`src/rtl/fetch_stage_queue.sv`:
```
// fetch_stage_queue
// In-order DEPTH-entry queue between F1 PC select and F2 I-cache access.
// Each entry carries the fetch PC and any pending I-cache operation. At most
// one cache operation is queued at a time. A restart window keeps
// out_XOP_Restart high for RESTART_CYC dequeues, starting with the cache-op
// entry itself.
module fetch_stage_queue #(
  parameter int PCW         = 32,
  parameter int PABITS      = 36,
  parameter int DEPTH       = 2,
  parameter int RESTART_CYC = 2
) (
  input  logic                         clk,
  input  logic                         rst_n,
  input  logic                         flush,
  input  logic                         in_valid,
  output logic                         in_ready,
  input  logic [PCW-1:0]               in_PC,
  input  logic                         in_DoICacheOp,
  input  logic [2:0]                   in_ICacheOp,
  input  logic [PABITS-11:0]           in_ICacheOpData,
  input  logic                         in_XOP_Restart,
  output logic                         out_valid,
  input  logic                         out_ready,
  output logic [PCW-1:0]               out_PC,
  output logic                         out_DoICacheOp,
  output logic [2:0]                   out_ICacheOp,
  output logic [PABITS-11:0]           out_ICacheOpData,
  output logic                         out_XOP_Restart,
  output logic [$clog2(DEPTH+1)-1:0]   count
);

  localparam int DW = PABITS - 10;
  localparam int CW = $clog2(DEPTH + 1);
  localparam int PW = (DEPTH > 1) ? $clog2(DEPTH) : 1;

  typedef struct packed {
    logic [PCW-1:0] pc;
    logic           do_op;
    logic [2:0]     op;
    logic [DW-1:0]  op_data;
    logic           xop;
  } entry_t;

  entry_t           mem [DEPTH];
  logic [DEPTH-1:0] vld;
  logic [DEPTH-1:0] vld_next;
  logic [PW-1:0]    head;
  logic [PW-1:0]    tail;
  logic [3:0]       rcnt;
  logic             op_pending;
  logic             enq;
  logic             deq;
  entry_t           head_e;
  entry_t           in_e;

  // Pointer advance, wrapping modulo DEPTH.
  function automatic logic [PW-1:0] nxt(input logic [PW-1:0] p);
    return (p == PW'(DEPTH - 1)) ? '0 : p + 1'b1;
  endfunction

  assign in_e = '{pc: in_PC, do_op: in_DoICacheOp, op: in_ICacheOp,
                  op_data: in_ICacheOpData, xop: in_XOP_Restart};
  assign head_e = mem[head];

  // Any occupied slot holding a cache op blocks further enqueues.
  always_comb begin
    op_pending = 1'b0;
    for (int i = 0; i < DEPTH; i++) begin
      op_pending = op_pending | (vld[i] & mem[i].do_op);
    end
  end

  assign out_valid = (count != '0);
  assign in_ready  = flush | (((count < CW'(DEPTH)) | out_ready) & ~op_pending);
  assign enq       = in_valid & in_ready;
  assign deq       = out_valid & out_ready & ~flush;

  // Slot occupancy after this cycle's handshakes; the enqueue is applied last
  // so a full-queue passthrough reuses the freed head slot.
  always_comb begin
    // NOTE: temporaries in combinational blocks use blocking '=', with a full
    // default first so no latch is inferred.
    vld_next = vld;
    if (deq) vld_next[head] = 1'b0;
    if (enq) vld_next[tail] = 1'b1;
  end

  // Entry storage: written at the tail, or at slot 0 when a flush restarts
  // the queue with the incoming entry.
  always_ff @(posedge clk or negedge rst_n) begin
    // NOTE: storage is reset on purpose so the out_* fields read zero after
    // reset; this is a small register file, not a RAM macro.
    if (!rst_n) begin
      for (int i = 0; i < DEPTH; i++) mem[i] <= '0;
    end else if (flush) begin
      if (in_valid) mem[0] <= in_e;
    end else if (enq) begin
      mem[tail] <= in_e;
    end
  end

  // Pointers, occupancy and restart window; flush overrides everything else.
  always_ff @(posedge clk or negedge rst_n) begin
    // NOTE: all sequential state uses non-blocking '<=' so every register
    // samples the pre-edge values of the others.
    if (!rst_n) begin
      head  <= '0;
      tail  <= '0;
      count <= '0;
      vld   <= '0;
      rcnt  <= '0;
    end else if (flush) begin
      head  <= '0;
      tail  <= in_valid ? nxt('0) : '0;
      count <= in_valid ? CW'(1) : '0;
      vld   <= in_valid ? DEPTH'(1) : '0;
      rcnt  <= '0;
    end else begin
      if (enq) tail <= nxt(tail);
      if (deq) head <= nxt(head);
      count <= count + CW'(enq) - CW'(deq);
      vld   <= vld_next;
      if (deq) begin
        if (head_e.do_op)     rcnt <= 4'(RESTART_CYC - 1);
        else if (rcnt != '0) rcnt <= rcnt - 4'd1;
      end
    end
  end

  // Head entry fields and the stretched restart indication.
  assign out_PC           = head_e.pc;
  assign out_DoICacheOp   = head_e.do_op;
  assign out_ICacheOp     = head_e.op;
  assign out_ICacheOpData = head_e.op_data;
  assign out_XOP_Restart  = out_valid & (head_e.xop | head_e.do_op | (rcnt != '0));

endmodule

```
`config.mk`:
```
export PLATFORM = sky130hd
export DESIGN_NAME = fetch_stage_queue
export DESIGN_NICKNAME = d
export VERILOG_FILES = /design/src/rtl/fetch_stage_queue.sv
export SDC_FILE = /design/constraint.sdc
export NUM_CORES = 1
export LEC_CHECK = 0
export CAP_MARGIN = 10
export CORE_MARGIN = 2
export CORE_UTILIZATION = 30
export CTS_CLUSTER_DIAMETER = 50
export DETAILED_ROUTE_END_ITERATION = 8
export GPL_TIMING_DRIVEN = 0
export PLACE_DENSITY = 0.59
export SLEW_MARGIN = 20
export SYNTH_ARGS = -nofsm -noshare
export SYNTH_HDL_FRONTEND = slang
export SYNTH_SLANG_ARGS = --single-unit
export TNS_END_PERCENT = 10
```
`constraint.sdc`:
```
create_clock -name clk -period 5.07 [get_ports clk]
set_input_delay 0.7605 -clock clk [delete_from_list [all_inputs] [get_ports clk]]
set_output_delay 0.7605 -clock clk [all_outputs]
set_load 0.05 [all_outputs]
```
==> metrics.yaml <==
status:
  status: "complete, no violations"
placed_design:
  port_buffers: 134
  place_ws_ps: 1700
  dp_cells: 807
  hpwl_um: 9420
  globalplace.congestion: 0.743
worst_setup_path:
  cp.arrival_ps: 2650
  crit-reg2reg-launch: "count[1]"
  max_stage_delay_ps: 800
  r2r-end: "count[1]"
  cp_slowest_cell: "clkdlybuf4s50_1"
  path_cells: "clkdlybuf4s50_1 -> clkbuf_1 -> a21o_1 -> clkdlybuf4s50_1"
  reg2reg_slack_ps: 2900
  cp-start-kind: "primary input"
  cp_max_fo: 10
  worstPathRequired_ps: 4310
  critPathCaptureType: "output port"
  crit_buf_inv: 3
  path_common_cell: "clkdlybuf4s50_1"
  path_delay_family: "buffers and inverters"
  reg2regPathDepth: 8
  path_class: "in2out"
final_layout:
  fin_nets: 628
  regArea_mm2: 0.00340
  area_growth_pct: 39.1
  diodes: 0
  multiInputGateArea_mm2: 0.00247
  stdcell_count: 839
  layout-drive-gt1-share: 0.429
  fillers: 1895
synth:
  synth_top_area_share: 0.560
  synth_edf_count: 0
  yosysUniqueCellTypes: 41
  synth-seq-cells: 136
  synth_nets: 474
  synth_ff_type: "dfrtp_1"
  synth_area_leaders: "dfrtp_1, mux2_2, buf_6, ha_1, buf_2"
  async_reset_ff_frac: 1.00
  yosysWarnings: 0
  yosysMostFrequentCell: "mux2_2"
  yosys-top-cells-count: "mux2_2, dfrtp_1, buf_6"
  ys_seq_area_frac: 0.560
  yosysTopAreaCell: "dfrtp_1"
  syn_area_mm2: 0.00608
  syn_inst: 402
  syn_area_per_cell_um2: 15.1
clocking:
  numCtsBuffers: 17
  clk_latency_ps: 420
  cts_hold_buffers: 0
  clk_pin_slew_ps: 60
  clock_path_buffers: 2
  cts_sinks: 136
  cts_tree: "done"
  clockRootBuffer: "clkbuf_16"
  htree_levels: 4
  post_cts_buffers: 0
  cts_resized: 0
job:
  cap_violations: 0
min_path:
  hp-class: "in2async"
grt:
  overflow: 0
  antenna_found_initial: 0
  grt_pass1_wl_um: 22200
  top_usage_layer: "met2"
  grt_max_degree: 77
  grt_pass1_vias: 4268
  use_met2: 0.226
  gr-usage-met3: 0.0434
  use_met1: 0.158
  grt.total_usage: 0.133
timing:
  clock_skew_ps: 6.30
  slew_headroom: 0.512
  period_needed_ps: 3410
  fin_crit_sh: 0.673
  hold_violations: 0
  rsz0062_at_grt: "false"
  worst_slack_ps: 1660
  fmax_mhz: 293
  setup_violations: 0
  worst_slew_pin_slew_ps: 725
  report.final.slew_viol_count: 0
floorplan:
  ioPinCount: 135
  fp.coreArea_mm2: 0.0200
  fp-row-count: 52
  initial_core_util: 0.303
  die_h_um: 146
  design.die.area_mm2: 0.0214
  die_w_um: 146
route:
  drt_iter0_drc: 106
  drc: 0
  ant_nets: 0
  avgRoutedWirePerCell_um: 16.3
  drt-pass1-iter-count: 4
  vias: 3847
  wirelength_um: 13600
  viasPerCell: 4.59
power:
  power_leakage_uw: 0.00353
  powerDensity_mw_per_mm2: 690
  power_uw: 5830
  ir_drop_v: 0.000322
==> final cells by class <==
class	count	share of cell area
inverters	8	0.00355
well taps	270	0.0399
clock buffers	21	0.0556
flip-flops and latches	136	0.402
clock inverters	11	0.0229
repair buffers	135	0.162
plain buffers	21	0.0206
multi-input cells	237	0.292
==> through the flow <==
stage	TNS [ps]	util	instance area, um2	hold WS (ps)
detailed placement	0	0.389	7790	487
global placement	-286460	0.387	7760	480
finish	0	0.422	8460	274
global route	0	0.422	8460	302
floorplan	0	-	6080	465
CTS	0	0.422	8460	283
==> power breakdown <==
| part | total [uW] | switching, uW | internal (uW) |
|---|---|---|---|
| combinational | 2690 | 1520 | 1170 |
| clock | 1380 | 470 | 913 |
| sequential | 1760 | 219 | 1540 |
==> placed cells by master (no fill, tap or decap), types with 2 or more instances in the layout <==
master,netlist,final
mux2_2,187,187
dfrtp_1,136,136
clkdlybuf4s50_1,0,133
clkbuf_16,0,17
buf_6,11,11
inv_1,7,7
buf_2,7,7
o21ai_0,5,5
nor2_1,5,5
bufinv_16,0,5
ha_1,4,4
nand2_1,3,3
clkbuf_8,0,3
clkinv_4,0,3
and2_1,2,2
a31oi_1,2,2
clkbuf_1,1,2
o211ai_1,2,2
a21o_1,2,2
a21oi_1,2,2
clkinv_2,0,2
==> state kept, by name (all words and copies together) (netlist names) <==
| name | cells |
|---|---|
| tail | 1 |
| head | 1 |
| vld | 2 |
| rcnt | 4 |
| count | 2 |
| mem | 126 |
==> worst max-delay path by stage <==
stage,from,cells past startpoint,slack [ps],end
2_1_floorplan,flush,9,2580,count[1]
3_3_place_gp,rst_n,1,-2120,mem[99]
3_5_place_dp,flush,4,1700,in_ready
4_1_cts,flush,4,1700,in_ready
5_1_grt,flush,4,1600,in_ready
6_report,flush,4,1660,in_ready
==> kinds of logic (layout without fill, tap and decap cells) <==
| logic type | after synthesis | in the layout | synth area share |
|---|---|---|---|
| fa+ha+maj | 4 | 4 | 0.00823 |
| simple gates | 23 | 23 | 0.0224 |
| compound gates | 19 | 19 | 0.0230 |
| mux | 189 | 189 | 0.350 |
| buf+inv | 29 | 196 | 0.0335 |
| flops | 136 | 136 | 0.560 |
| xor+xnor | 2 | 2 | 0.00288 |
==> layer usage <==
layer	vias to the layer above	share of wire	wire length, um
met5	-	0	0
met2	106	0.51	6930
met4	0	0.013	172
li1	1765	-	-
met3	13	0.054	734
met1	1963	0.43	5800
Power figures use the tool's default switching activity.
